## src/rtl/decode_stage_if.sv

```systemverilog
// Bus bundle between the decode stage, the fetch instruction queue,
// the redirect source and the rename/dispatch consumer.
interface decode_stage_if;
  logic [31:0] iq_rdata;
  logic        iq_empty;
  logic        iq_dequeue;
  logic        flush;
  logic [31:0] flush_pc;
  logic        out_ready;
  logic        out_valid;
  logic [31:0] out_pc;
  logic [31:0] out_inst;
  logic [6:0]  out_opcode;
  logic [4:0]  out_rd;
  logic [4:0]  out_rs1;
  logic [4:0]  out_rs2;
  logic [2:0]  out_funct3;
  logic [6:0]  out_funct7;
  logic [31:0] out_imm;
  logic        out_uses_rs1;
  logic        out_uses_rs2;
  logic        out_writes_rd;
  logic        out_illegal;

  // The decode stage itself
  modport master (
    input  iq_rdata, iq_empty, flush, flush_pc, out_ready,
    output iq_dequeue, out_valid, out_pc, out_inst, out_opcode, out_rd,
           out_rs1, out_rs2, out_funct3, out_funct7, out_imm,
           out_uses_rs1, out_uses_rs2, out_writes_rd, out_illegal
  );

  // The surrounding queue / redirect / consumer logic
  modport slave (
    output iq_rdata, iq_empty, flush, flush_pc, out_ready,
    input  iq_dequeue, out_valid, out_pc, out_inst, out_opcode, out_rd,
           out_rs1, out_rs2, out_funct3, out_funct7, out_imm,
           out_uses_rs1, out_uses_rs2, out_writes_rd, out_illegal
  );
endinterface

```

## src/rtl/decode_stage.sv

```systemverilog
// RV32I decode stage: pops one word per cycle from the instruction queue,
// tags it with a locally tracked PC, decodes it and holds the result in a
// single valid/ready output register.
module decode_stage #(
  parameter logic [31:0] RESET_PC    = 32'h1eceb000,
  parameter int          COUNT_WIDTH = 32
) (
  input  logic                   clk,
  input  logic                   rst,
  decode_stage_if.master         bus,
  output logic [COUNT_WIDTH-1:0] decoded_count
);

  localparam logic [6:0] OP_LUI    = 7'b0110111;
  localparam logic [6:0] OP_AUIPC  = 7'b0010111;
  localparam logic [6:0] OP_JAL    = 7'b1101111;
  localparam logic [6:0] OP_JALR   = 7'b1100111;
  localparam logic [6:0] OP_BRANCH = 7'b1100011;
  localparam logic [6:0] OP_LOAD   = 7'b0000011;
  localparam logic [6:0] OP_STORE  = 7'b0100011;
  localparam logic [6:0] OP_IMM    = 7'b0010011;
  localparam logic [6:0] OP_REG    = 7'b0110011;

  logic [31:0] pc_reg;
  logic [31:0] inst;
  logic [31:0] dec_imm;
  logic        dec_uses_rs1;
  logic        dec_uses_rs2;
  logic        dec_writes_class;
  logic        dec_writes_rd;
  logic        dec_illegal;

  assign inst = bus.iq_rdata;

  // Pop the queue head whenever the output register is free or being drained
  assign bus.iq_dequeue = !rst && !bus.flush && !bus.iq_empty &&
                          (!bus.out_valid || bus.out_ready);

  // Immediate and flag decode of the word at the queue head
  always_comb begin
    dec_imm          = 32'h0;
    dec_uses_rs1     = 1'b0;
    dec_uses_rs2     = 1'b0;
    dec_writes_class = 1'b0;
    dec_illegal      = 1'b0;
    case (inst[6:0])
      OP_IMM, OP_LOAD, OP_JALR: begin
        dec_imm          = {{20{inst[31]}}, inst[31:20]};
        dec_uses_rs1     = 1'b1;
        dec_writes_class = 1'b1;
      end
      OP_STORE: begin
        dec_imm      = {{20{inst[31]}}, inst[31:25], inst[11:7]};
        dec_uses_rs1 = 1'b1;
        dec_uses_rs2 = 1'b1;
      end
      OP_BRANCH: begin
        dec_imm      = {{19{inst[31]}}, inst[31], inst[7], inst[30:25],
                        inst[11:8], 1'b0};
        dec_uses_rs1 = 1'b1;
        dec_uses_rs2 = 1'b1;
      end
      OP_LUI, OP_AUIPC: begin
        dec_imm          = {inst[31:12], 12'h000};
        dec_writes_class = 1'b1;
      end
      OP_JAL: begin
        dec_imm          = {{11{inst[31]}}, inst[31], inst[19:12], inst[20],
                            inst[30:21], 1'b0};
        dec_writes_class = 1'b1;
      end
      OP_REG: begin
        dec_uses_rs1     = 1'b1;
        dec_uses_rs2     = 1'b1;
        dec_writes_class = 1'b1;
      end
      default: begin
        dec_illegal = 1'b1;
      end
    endcase
    dec_writes_rd = dec_writes_class && (inst[11:7] != 5'd0);
  end

  // Output register, PC tracker and counter: reset, flush, load, drain, hold
  always_ff @(posedge clk) begin
    if (rst) begin
      bus.out_valid     <= 1'b0;
      bus.out_pc        <= 32'h0;
      bus.out_inst      <= 32'h0;
      bus.out_opcode    <= 7'h0;
      bus.out_rd        <= 5'h0;
      bus.out_rs1       <= 5'h0;
      bus.out_rs2       <= 5'h0;
      bus.out_funct3    <= 3'h0;
      bus.out_funct7    <= 7'h0;
      bus.out_imm       <= 32'h0;
      bus.out_uses_rs1  <= 1'b0;
      bus.out_uses_rs2  <= 1'b0;
      bus.out_writes_rd <= 1'b0;
      bus.out_illegal   <= 1'b0;
      pc_reg            <= RESET_PC;
      decoded_count     <= '0;
    end else if (bus.flush) begin
      bus.out_valid <= 1'b0;
      pc_reg        <= bus.flush_pc;
    end else if (bus.iq_dequeue) begin
      bus.out_valid     <= 1'b1;
      bus.out_pc        <= pc_reg;
      bus.out_inst      <= inst;
      bus.out_opcode    <= inst[6:0];
      bus.out_rd        <= inst[11:7];
      bus.out_rs1       <= inst[19:15];
      bus.out_rs2       <= inst[24:20];
      bus.out_funct3    <= inst[14:12];
      bus.out_funct7    <= inst[31:25];
      bus.out_imm       <= dec_imm;
      bus.out_uses_rs1  <= dec_uses_rs1;
      bus.out_uses_rs2  <= dec_uses_rs2;
      bus.out_writes_rd <= dec_writes_rd;
      bus.out_illegal   <= dec_illegal;
      pc_reg            <= pc_reg + 32'd4;
      decoded_count     <= decoded_count + COUNT_WIDTH'(1);
    end else if (bus.out_valid && bus.out_ready) begin
      bus.out_valid <= 1'b0;
    end
  end

endmodule
```

## src/flat_wrapper.sv

```systemverilog
// flat-port wrapper written by rule: the top's interface ports become plain ports
module decode_stage_flat 
#(
  parameter logic [31:0] RESET_PC    = 32'h1eceb000,
  parameter int          COUNT_WIDTH = 32
)
  (clk, rst, decoded_count, bus_iq_rdata, bus_iq_empty, bus_flush, bus_flush_pc, bus_out_ready, bus_iq_dequeue, bus_out_valid, bus_out_pc, bus_out_inst, bus_out_opcode, bus_out_rd, bus_out_rs1, bus_out_rs2, bus_out_funct3, bus_out_funct7, bus_out_imm, bus_out_uses_rs1, bus_out_uses_rs2, bus_out_writes_rd, bus_out_illegal);
  decode_stage_if bus_i ();
  input  logic clk;
  input  logic rst;
  output logic [COUNT_WIDTH-1:0] decoded_count;
  input wire logic [$bits(bus_i.iq_rdata)-1:0] bus_iq_rdata;
  input wire logic [$bits(bus_i.iq_empty)-1:0] bus_iq_empty;
  input wire logic [$bits(bus_i.flush)-1:0] bus_flush;
  input wire logic [$bits(bus_i.flush_pc)-1:0] bus_flush_pc;
  input wire logic [$bits(bus_i.out_ready)-1:0] bus_out_ready;
  output wire logic [$bits(bus_i.iq_dequeue)-1:0] bus_iq_dequeue;
  output wire logic [$bits(bus_i.out_valid)-1:0] bus_out_valid;
  output wire logic [$bits(bus_i.out_pc)-1:0] bus_out_pc;
  output wire logic [$bits(bus_i.out_inst)-1:0] bus_out_inst;
  output wire logic [$bits(bus_i.out_opcode)-1:0] bus_out_opcode;
  output wire logic [$bits(bus_i.out_rd)-1:0] bus_out_rd;
  output wire logic [$bits(bus_i.out_rs1)-1:0] bus_out_rs1;
  output wire logic [$bits(bus_i.out_rs2)-1:0] bus_out_rs2;
  output wire logic [$bits(bus_i.out_funct3)-1:0] bus_out_funct3;
  output wire logic [$bits(bus_i.out_funct7)-1:0] bus_out_funct7;
  output wire logic [$bits(bus_i.out_imm)-1:0] bus_out_imm;
  output wire logic [$bits(bus_i.out_uses_rs1)-1:0] bus_out_uses_rs1;
  output wire logic [$bits(bus_i.out_uses_rs2)-1:0] bus_out_uses_rs2;
  output wire logic [$bits(bus_i.out_writes_rd)-1:0] bus_out_writes_rd;
  output wire logic [$bits(bus_i.out_illegal)-1:0] bus_out_illegal;
  assign bus_i.iq_rdata = bus_iq_rdata;
  assign bus_i.iq_empty = bus_iq_empty;
  assign bus_i.flush = bus_flush;
  assign bus_i.flush_pc = bus_flush_pc;
  assign bus_i.out_ready = bus_out_ready;
  assign bus_iq_dequeue = bus_i.iq_dequeue;
  assign bus_out_valid = bus_i.out_valid;
  assign bus_out_pc = bus_i.out_pc;
  assign bus_out_inst = bus_i.out_inst;
  assign bus_out_opcode = bus_i.out_opcode;
  assign bus_out_rd = bus_i.out_rd;
  assign bus_out_rs1 = bus_i.out_rs1;
  assign bus_out_rs2 = bus_i.out_rs2;
  assign bus_out_funct3 = bus_i.out_funct3;
  assign bus_out_funct7 = bus_i.out_funct7;
  assign bus_out_imm = bus_i.out_imm;
  assign bus_out_uses_rs1 = bus_i.out_uses_rs1;
  assign bus_out_uses_rs2 = bus_i.out_uses_rs2;
  assign bus_out_writes_rd = bus_i.out_writes_rd;
  assign bus_out_illegal = bus_i.out_illegal;
  decode_stage #(.RESET_PC(RESET_PC), .COUNT_WIDTH(COUNT_WIDTH)) u_core (.clk(clk), .rst(rst), .bus(bus_i), .decoded_count(decoded_count));
endmodule
```

## config.mk

```make
export PLATFORM = sky130hd
export DESIGN_NAME = decode_stage_flat
export DESIGN_NICKNAME = d
export VERILOG_FILES = /design/src/rtl/decode_stage_if.sv /design/src/rtl/decode_stage.sv /design/src/flat_wrapper.sv
export SDC_FILE = /design/constraint.sdc
export NUM_CORES = 1
export LEC_CHECK = 0
export CAP_MARGIN = 15
export CORE_ASPECT_RATIO = 1.75
export CORE_MARGIN = 2
export CORE_UTILIZATION = 46
export DETAILED_ROUTE_END_ITERATION = 10
export PLACE_DENSITY = 0.8
export SLEW_MARGIN = 10
export SYNTH_ARGS = -nofsm -noshare
export SYNTH_HDL_FRONTEND = slang
export SYNTH_SLANG_ARGS = --single-unit
```

## constraint.sdc

```tcl
create_clock -name clk -period 2.6 [get_ports clk]
set_clock_uncertainty 0.2 [all_clocks]
set_input_delay 0.39 -clock clk [delete_from_list [all_inputs] [get_ports clk]]
set_output_delay 0.39 -clock clk [all_outputs]
set_load 0.05 [all_outputs]
```

==> impl_summary.log, run 1 <==
[metrics] cell taking the most area after synthesis: sky130_fd_sc_hd__dfxtp_1
[metrics] post-DR wirelength/cell: about 17 um
[metrics] Util after Layout: 0.674
[metrics] average cell area after synthesis: ~8 um2
[metrics] Final Worst Setup Slack: 0.189 ns
[metrics] gr ovfl total: 0
[metrics] data arrival time of the worst path: approximately 2.5 ns
[metrics] gp weighted congestion: 1.00
[metrics] routed wire length: around 22 mm
[metrics] number of buffer cells added on primary ports: 234
[metrics] area fraction of the dominant cell type after synthesis: 0.456
[metrics] net count after synthesis: ~1,000
[metrics] number of hold-slack violations in the final timing report: 0
[metrics] number of buffers inserted during clock tree synthesis: 17
[metrics] list of cells traversed by the critical path: ha_1 > nand4_1 > or4_1 > or3_1 > a311oi_1
[metrics] ranking of synthesized cells by area: sky130_fd_sc_hd__dfxtp_1 46%, sky130_fd_sc_hd__nand2_1 10%, sky130_fd_sc_hd__a21oi_1 7.7%
[metrics] cell area after synthesis: 0.00724 mm2
[metrics] synth unique cells: 60
[metrics] asr flop ratio synth: 0
[metrics] number of inserted filler cells in the final layout: between 1,000 and 1,500
[metrics] post-cts gate resize count: 0
[metrics] master of the slowest instance on the critical path: sky130_fd_sc_hd__or4_1
[metrics] Tightest Hold Check Type: input port to register
[metrics] achievable frequency: 0.415 GHz
[metrics] period utilization: 0.927
[metrics] initial standard-cell utilization of the core: 0.471
[metrics] maximum number of pins on one net before global-route repair: 87
[metrics] Leakage: 3.65 nW
[metrics] Core Region: about 0.015 mm2
[metrics] number of DRC violations after detailed-routing iteration 0: 315
[metrics] Final min period: about 2.4 ns
[metrics] synthesized flop and latch total: 165
[metrics] top cell family by delay on the critical path: simple AND/OR/NAND/NOR gates
[metrics] Vias: a little over 7,000
[metrics] final-stage net count: 1,194
[metrics] Layout Cell Area excl Fill: 0.0104 mm2
[metrics] via/cell ratio: 5.45
[metrics] die area: 0.0168 mm2
[metrics] Worst Path Buf+Inv: 0
[metrics] detailed-route DRC error count: 0
[metrics] H-tree level count: 4
[metrics] Post-DP HPWL: 16.4 mm
[metrics] cell count after synthesis: 909
[metrics] Final TNS setup: 0 ns
[metrics] clk slew on worst S/H paths: roughly 0.070 ns
[metrics] EDFF count, synth: 0
[metrics] Routed Antenna Nets: 0
[metrics] total area of multi-input combinational cells: around 0.0034 mm2
[metrics] Crit Path Max Fanout: 7
[metrics] clock latency of the later-clocked register in the worst-skew pair: about 0.42 ns
[metrics] non-filler instance count after layout: 1,322
[metrics] worst rel slew slack: 0.322
[metrics] total track usage: 0.259
[metrics] layout cells sized above 1: 0.0880
[metrics] io pins: approximately 240
[metrics] run status: complete, no violations
[metrics] CP Data Required Time: 2.73 ns
[metrics] setup fix buffers added after clock tree synthesis: 0
[metrics] cell types with the highest counts after synthesis: 195 x sky130_fd_sc_hd__nand2_1, 165 x sky130_fd_sc_hd__dfxtp_1, 112 x sky130_fd_sc_hd__a21oi_1, 55 x sky130_fd_sc_hd__nor2_1, 47 x sky130_fd_sc_hd__clkbuf_1
[metrics] Crit Path Class: register to register
[metrics] Die Width: 98.9 um
[metrics] maximum capacitance violations: 0
[metrics] Final Max Tran Viols: 0
[metrics] Final Setup Violations: 0
[metrics] Main synth FF type: sky130_fd_sc_hd__dfxtp_1
[metrics] maximum buffer depth of the clock tree: 2
[metrics] YS warnings: 0
[metrics] detailed-routing iteration count for the pre-antenna-repair pass: 5
[metrics] proportion of synthesized chip area in sequential cells: 0.456
[metrics] via count of the first global-routing pass: 6,885
[metrics] Worst-Margin Slew: 1.02 ns
[metrics] cell row count: 60
[metrics] most common cell in the synthesized netlist: sky130_fd_sc_hd__nand2_1
[metrics] global-route wire length before repair: 34.9 mm
[metrics] CTS hold repair buffers: 0
[metrics] CTS root buf: sky130_fd_sc_hd__clkbuf_16
[metrics] delay contributed by the slowest stage of the critical path: 0.68 ns
[metrics] ratio of total power to cell area: 573 mW/mm2
[metrics] RSZ-0062 raised after global routing: no
[metrics] CTS Sinks: 165
[metrics] nature of the critical path endpoint: register
[metrics] CP Launch Type: register
[metrics] Die Y-Extent: 170 um
[metrics] pre-CTS setup slack: -0.152 ns
[metrics] number of diodes: 0
[metrics] number of antenna violations at the first check in global routing: 0
[metrics] number of cells in the design after placement: 1,290
[metrics] TritonCTS clock tree: yes
[metrics] total cell area at the placement stage: 0.00977 mm2
[metrics] maximum VDD drop: ~420 uV
[metrics] register cell area after layout: 0.00330 mm2
[metrics] area grow syn2layout: 43.2%
[worst register-to-register path, cell delays in order, from the launching register on]
cell and delay (ns):
sky130_fd_sc_hd__dfxtp_1 0.42, sky130_fd_sc_hd__ha_1 0.25, sky130_fd_sc_hd__nand4_1 0.16, sky130_fd_sc_hd__or4_1 0.68, sky130_fd_sc_hd__or3_1 0.36, sky130_fd_sc_hd__a311oi_1 0.25
[logic make-up after synthesis]
kind of cell / after synthesis / share of synthesized area
AND/OR/NAND/NOR: 398 / 0.260
AO/OA/AOI/OAI: 193 / 0.149
flip-flops: 165 / 0.456
XOR/XNOR: 39 / 0.0472
multiplexers: 9 / 0.0133
adder cells (fa/ha/maj): 2 / 0.00345
buffers and inverters: 103 / 0.0713
[worst paths after layout]
kind                                       start              endpoint  slack [ns]  depth (start not counted)
worst min register to register  u_core.pc_reg[1]  u_core.bus.out_pc[1]        0.25                          2
worst max register to register  u_core.pc_reg[2]     u_core.pc_reg[14]        0.19                          5
worst max-delay path            u_core.pc_reg[2]     u_core.pc_reg[14]        0.19                          5
worst min-delay path                         rst  u_core.bus.out_valid        0.19                          4
[power by group]
group,total [mW],internal (mW),switching (mW)
Sequential,2.67,2.60,0.0675
Combinational,0.737,0.290,0.447
Clock,2.54,1.48,1.06
[cell type report]
| class | count | area share |
|---|---|---|
| clock buffer | 20 | 0.0440 |
| sequential | 165 | 0.318 |
| multi-input combinational | 641 | 0.331 |
| tap | 186 | 0.0224 |
| inverter | 13 | 0.00470 |
| clock inverter | 12 | 0.0138 |
| timing repair buffer | 285 | 0.266 |
[cells in the final DEF, fill, tap and decap left out, drive strengths merged, types with 5 or more instances in the layout]
cell | synthesis | layout
a211oi | 7 | 7
a21oi | 112 | 112
a311oi | 5 | 5
and2 | 5 | 5
and3 | 8 | 8
buf | 43 | 53
clkbuf | 47 | 20
clkdlybuf4s50 | 0 | 232
dfxtp | 165 | 165
inv | 13 | 17
mux2 | 5 | 5
nand2 | 195 | 195
nand3 | 32 | 32
nand4 | 25 | 25
nor2 | 55 | 55
nor2b | 6 | 6
nor3 | 18 | 18
nor3b | 7 | 7
nor4 | 16 | 16
o21ai | 43 | 43
or2 | 5 | 5
or3 | 10 | 10
xnor2 | 15 | 15
xor2 | 24 | 24
[layer usage]
metal,up-vias,part of all wire,global-route usage
li1,3530,-,-
met1,3354,0.36,0.276
met2,266,0.53,0.471
met3,56,0.069,0.0550
met4,0,0.045,0.132
met5,-,0,0
[per-stage QoR]
stage                     hold WS [ns]  power [mW]
after floorplan                  0.231        3.14
after global placement           0.234        3.45
after detailed placement         0.242        3.46
after CTS                        0.191        5.98
after global routing             0.227        6.14
final                            0.193        5.94
Note: power is estimated with default switching activity, not from simulation.
==> inputs of run 2 (changes only) <==
--- a/config.mk
+++ b/config.mk
@@ -5,11 +5,13 @@
 export SDC_FILE = /design/constraint.sdc
 export NUM_CORES = 1
 export LEC_CHECK = 0
+export ABC_AREA = 1
 export CAP_MARGIN = 15
 export CORE_ASPECT_RATIO = 1.75
 export CORE_MARGIN = 2
-export CORE_UTILIZATION = 46
+export CORE_UTILIZATION = 48
 export DETAILED_ROUTE_END_ITERATION = 10
+export HOLD_SLACK_MARGIN = 0.12
 export PLACE_DENSITY = 0.8
 export SLEW_MARGIN = 10
 export SYNTH_ARGS = -nofsm -noshare
==> run 2 against run 1 <==
Net effect:
- clock power hardly changed
- total power is 1.2% higher
- core utilization is 1.2 points lower
- largest power group unchanged
==> impl_summary.log, run 2 <==
[metrics] detailed-route DRC error count: 0
[metrics] number of buffers inserted during clock tree synthesis: 17
[metrics] via count of the first global-routing pass: approximately 8,300
[metrics] final-stage net count: 1,482
[metrics] internal power of the cells: 4.29 mW
[metrics] detailed-routing iteration count for the pre-antenna-repair pass: 5
[metrics] share of total power in combinational logic: 0.137
[metrics] top library cells by usage in the layout, fill and taps aside: 414 x sky130_fd_sc_hd__nand2_1, 232 x sky130_fd_sc_hd__clkdlybuf4s50_1, 165 x sky130_fd_sc_hd__dfxtp_1
[metrics] layout cells sized above 1: 0.0618
[metrics] Util after Layout: 0.662
[metrics] post-DR wirelength/cell: 15.8 um
[metrics] CP Launch Type: input port
[metrics] Tightest Hold Check Type: register to register
[metrics] worst rel slew slack: 0.574
[metrics] die area: between 0.015 and 0.02 mm2
[metrics] most common cell after layout, fill and taps aside: sky130_fd_sc_hd__nand2_1
[metrics] Vias: 8,746
[metrics] Main synth FF type: sky130_fd_sc_hd__dfxtp_1
[metrics] post-cts gate resize count: 0
[metrics] area fraction of the dominant cell type after synthesis: 0.398
[metrics] cell taking the most area after synthesis: sky130_fd_sc_hd__dfxtp_1
[metrics] worst hold slack after final layout: 0.265 ns
[metrics] clock latency of the later-clocked register in the worst-skew pair: ~0.42 ns
[metrics] asr flop ratio synth: 0
[metrics] CTS Sinks: 165
[metrics] number of inserted filler cells in the final layout: 1,491
[metrics] cell count after synthesis: ~1,200
[metrics] global-route wire length before repair: 40.6 mm
[metrics] clock network power share: 0.417
[metrics] Post-DP HPWL: 19.2 mm
[metrics] top cell family by delay on the critical path: buffers and inverters
[metrics] area grow syn2layout: 35.1%
[metrics] Die Width: between 100 and 150 um
[metrics] Final Max Tran Viols: 0
[metrics] io pins: 235
[metrics] cell row count: 63
[metrics] clk slew on worst S/H paths: ~0.07 ns
[metrics] achievable frequency: 0.395 GHz
[metrics] cell area after synthesis: 0.00830 mm2
[metrics] relative contribution of sequential cells to total power: 0.446
[metrics] synth unique cells: 43
[metrics] Die Y-Extent: 178 um
[metrics] via/cell ratio: 5.30
[metrics] most common cell in the synthesized netlist: sky130_fd_sc_hd__nand2_1
[metrics] number of buffer cells added on primary ports: 234
[metrics] H-tree level count: 4
[metrics] maximum capacitance violations: 0
[metrics] YS warnings: 0
[metrics] maximum number of pins on one net before global-route repair: 126
[metrics] fraction of power spent switching nets: 0.287
[metrics] run status: complete, no violations
[metrics] ranking of synthesized cells by area: sky130_fd_sc_hd__dfxtp_1 40%, sky130_fd_sc_hd__nand2_1 19%, sky130_fd_sc_hd__a21oi_1 7.8%
[metrics] TritonCTS clock tree: yes
[metrics] Leakage: 4.11 nW
[metrics] EDFF count, synth: 0
[metrics] initial standard-cell utilization of the core: 0.490
[metrics] number of DRC violations after detailed-routing iteration 0: 457
[metrics] gr ovfl total: 0
[metrics] Pwr Total: 6.02 mW
[metrics] Worst Path Buf+Inv: 5
[metrics] synthesized flop and latch total: 165
[metrics] cell types with the highest counts after synthesis: 414 x sky130_fd_sc_hd__nand2_1, 165 x sky130_fd_sc_hd__dfxtp_1, 129 x sky130_fd_sc_hd__a21oi_1, 120 x sky130_fd_sc_hd__nor2_1, 73 x sky130_fd_sc_hd__inv_1
[metrics] ratio of total power to cell area: 537 mW/mm2
[metrics] switching power of the nets: about 1.7 mW
[metrics] number of diodes: 0
[metrics] Final TNS setup: 0 ns
[metrics] Crit Path Class: input port to primary output
[metrics] Final Setup Violations: 0
[metrics] nature of the critical path endpoint: primary output
[metrics] list of cells traversed by the critical path: dlygate4sd3_1 > buf_4 > nor2_4 > nand3_4 > inv_4 > buf_4 > buf_12
[metrics] Worst-Margin Slew: between 0.6 and 0.7 ns
[metrics] net count after synthesis: between 1,000 and 1,500
[metrics] data arrival time of the worst path: 1.94 ns
[metrics] maximum VDD drop: 375 uV
[metrics] period utilization: 0.974
[metrics] Core Region: 0.0169 mm2
[metrics] master of the slowest instance on the critical path: sky130_fd_sc_hd__dlygate4sd3_1
[metrics] most frequent CP cell: sky130_fd_sc_hd__buf_4
[metrics] routed wire length: about 26 mm
[metrics] delay contributed by the slowest stage of the critical path: 0.56 ns
[metrics] total track usage: 0.281
[metrics] number of antenna violations at the first check in global routing: 0
[metrics] gp weighted congestion: between 0.9 and 1
[metrics] Final min period: 2.53 ns
[metrics] proportion of synthesized chip area in sequential cells: 0.398
[metrics] average cell area after synthesis: between 6 and 7 um2
[metrics] CP Data Required Time: 2.01 ns
[metrics] CTS root buf: sky130_fd_sc_hd__clkbuf_16
[metrics] Routed Antenna Nets: 0
[metrics] maximum buffer depth of the clock tree: 2
[metrics] number of hold-slack violations in the final timing report: 0
[metrics] RSZ-0062 raised after global routing: no
[metrics] setup fix buffers added after clock tree synthesis: 0
[metrics] Crit Path Max Fanout: 12
==> run 2: cell count changes in the layout (fill, tap and decap cells not counted), sizes merged, moves of 12 or more <==
cell / before / now
nor2: 55 / 129
xor2: 24 / 12
nand2: 195 / 422
nand4: 25 / 13
buf: 53 / 23
nor4: 16 / 1
a21oi: 112 / 136
nand3b: 1 / 19
nand3: 32 / 73
inv: 17 / 84
==> run 2: repair_timing <==
item | 4_1_cts | 5_1_grt
setup endpoints to repair | 0 | 0
endpoints found under the hold margin | 1 | 0
hold buffers | 1 | 0
==> run 2: metrics by stage <==
stage                     cells  setup WS [ns]  cell area, um2
after floorplan            1227          0.501            8300
after global placement     1618          0.156           10600
after detailed placement   1618          0.124           10600
after CTS                  1650         0.0963           11200
after global routing       1650        0.00826           11200
final                      1650         0.0676           11200
==> run 2: worst reg2reg max path, stage by stage, from the launching register on <==
cell                      delay [ns]
sky130_fd_sc_hd__dfxtp_1        0.39
sky130_fd_sc_hd__ha_1           0.29
sky130_fd_sc_hd__inv_1          0.10
sky130_fd_sc_hd__nor2_2         0.19
sky130_fd_sc_hd__nand2_1        0.18
sky130_fd_sc_hd__nor3_2         0.36
sky130_fd_sc_hd__nand3_1        0.12
sky130_fd_sc_hd__nand3_1        0.11
sky130_fd_sc_hd__nand2_1        0.05
==> run 2: cell type report <==
class | count | area, um2 | area share
clock buffer | 18 | 439 | 0.0392
clock inverter | 13 | 140 | 0.0125
inverter | 76 | 288 | 0.0257
multi-input combinational | 895 | 4170 | 0.371
sequential | 165 | 3300 | 0.295
tap | 227 | 284 | 0.0253
timing repair buffer | 256 | 2590 | 0.231
==> run 2: power by group through the flow <==
stage                     logic, mW  clock network (mW)  registers, mW
after floorplan               0.371                   0           2.86
after global placement        0.810                   0           2.74
after detailed placement      0.817                   0           2.74
after CTS                     0.823                2.54           2.68
after global routing          0.882                2.65           2.69
final                         0.822                2.51           2.68
==> run 2: layer usage <==
metal | GRT usage | share of wire | vias up
li1 | - | - | 4302
met1 | 0.303 | 0.37 | 4008
met2 | 0.497 | 0.52 | 349
met3 | 0.0481 | 0.053 | 87
met4 | 0.167 | 0.058 | 0
met5 | 0 | 0 | -
==> run 2: path summary, 6_finish.rpt <==
path	end	slack (ns)	cells after the start	start
setup reg to reg	u_core.pc_reg[26]	0.52	8	u_core.pc_reg[3]
setup / recovery	bus_iq_dequeue	0.07	7	rst
hold reg to reg	u_core.bus.out_imm[14]	0.26	2	u_core.bus.out_imm[14]
hold / removal	u_core.bus.out_imm[14]	0.26	2	u_core.bus.out_imm[14]
==> run 2: cells by family after synthesis <==
group	Yosys count	share of synthesized area
adders and majority gates	2	0.00302
and+or+nand+nor	667	0.343
DFF	165	0.398
xor gates and xnor gates	16	0.0169
AOI/OAI and AO/OA	210	0.139
buffers and inverters	167	0.0998
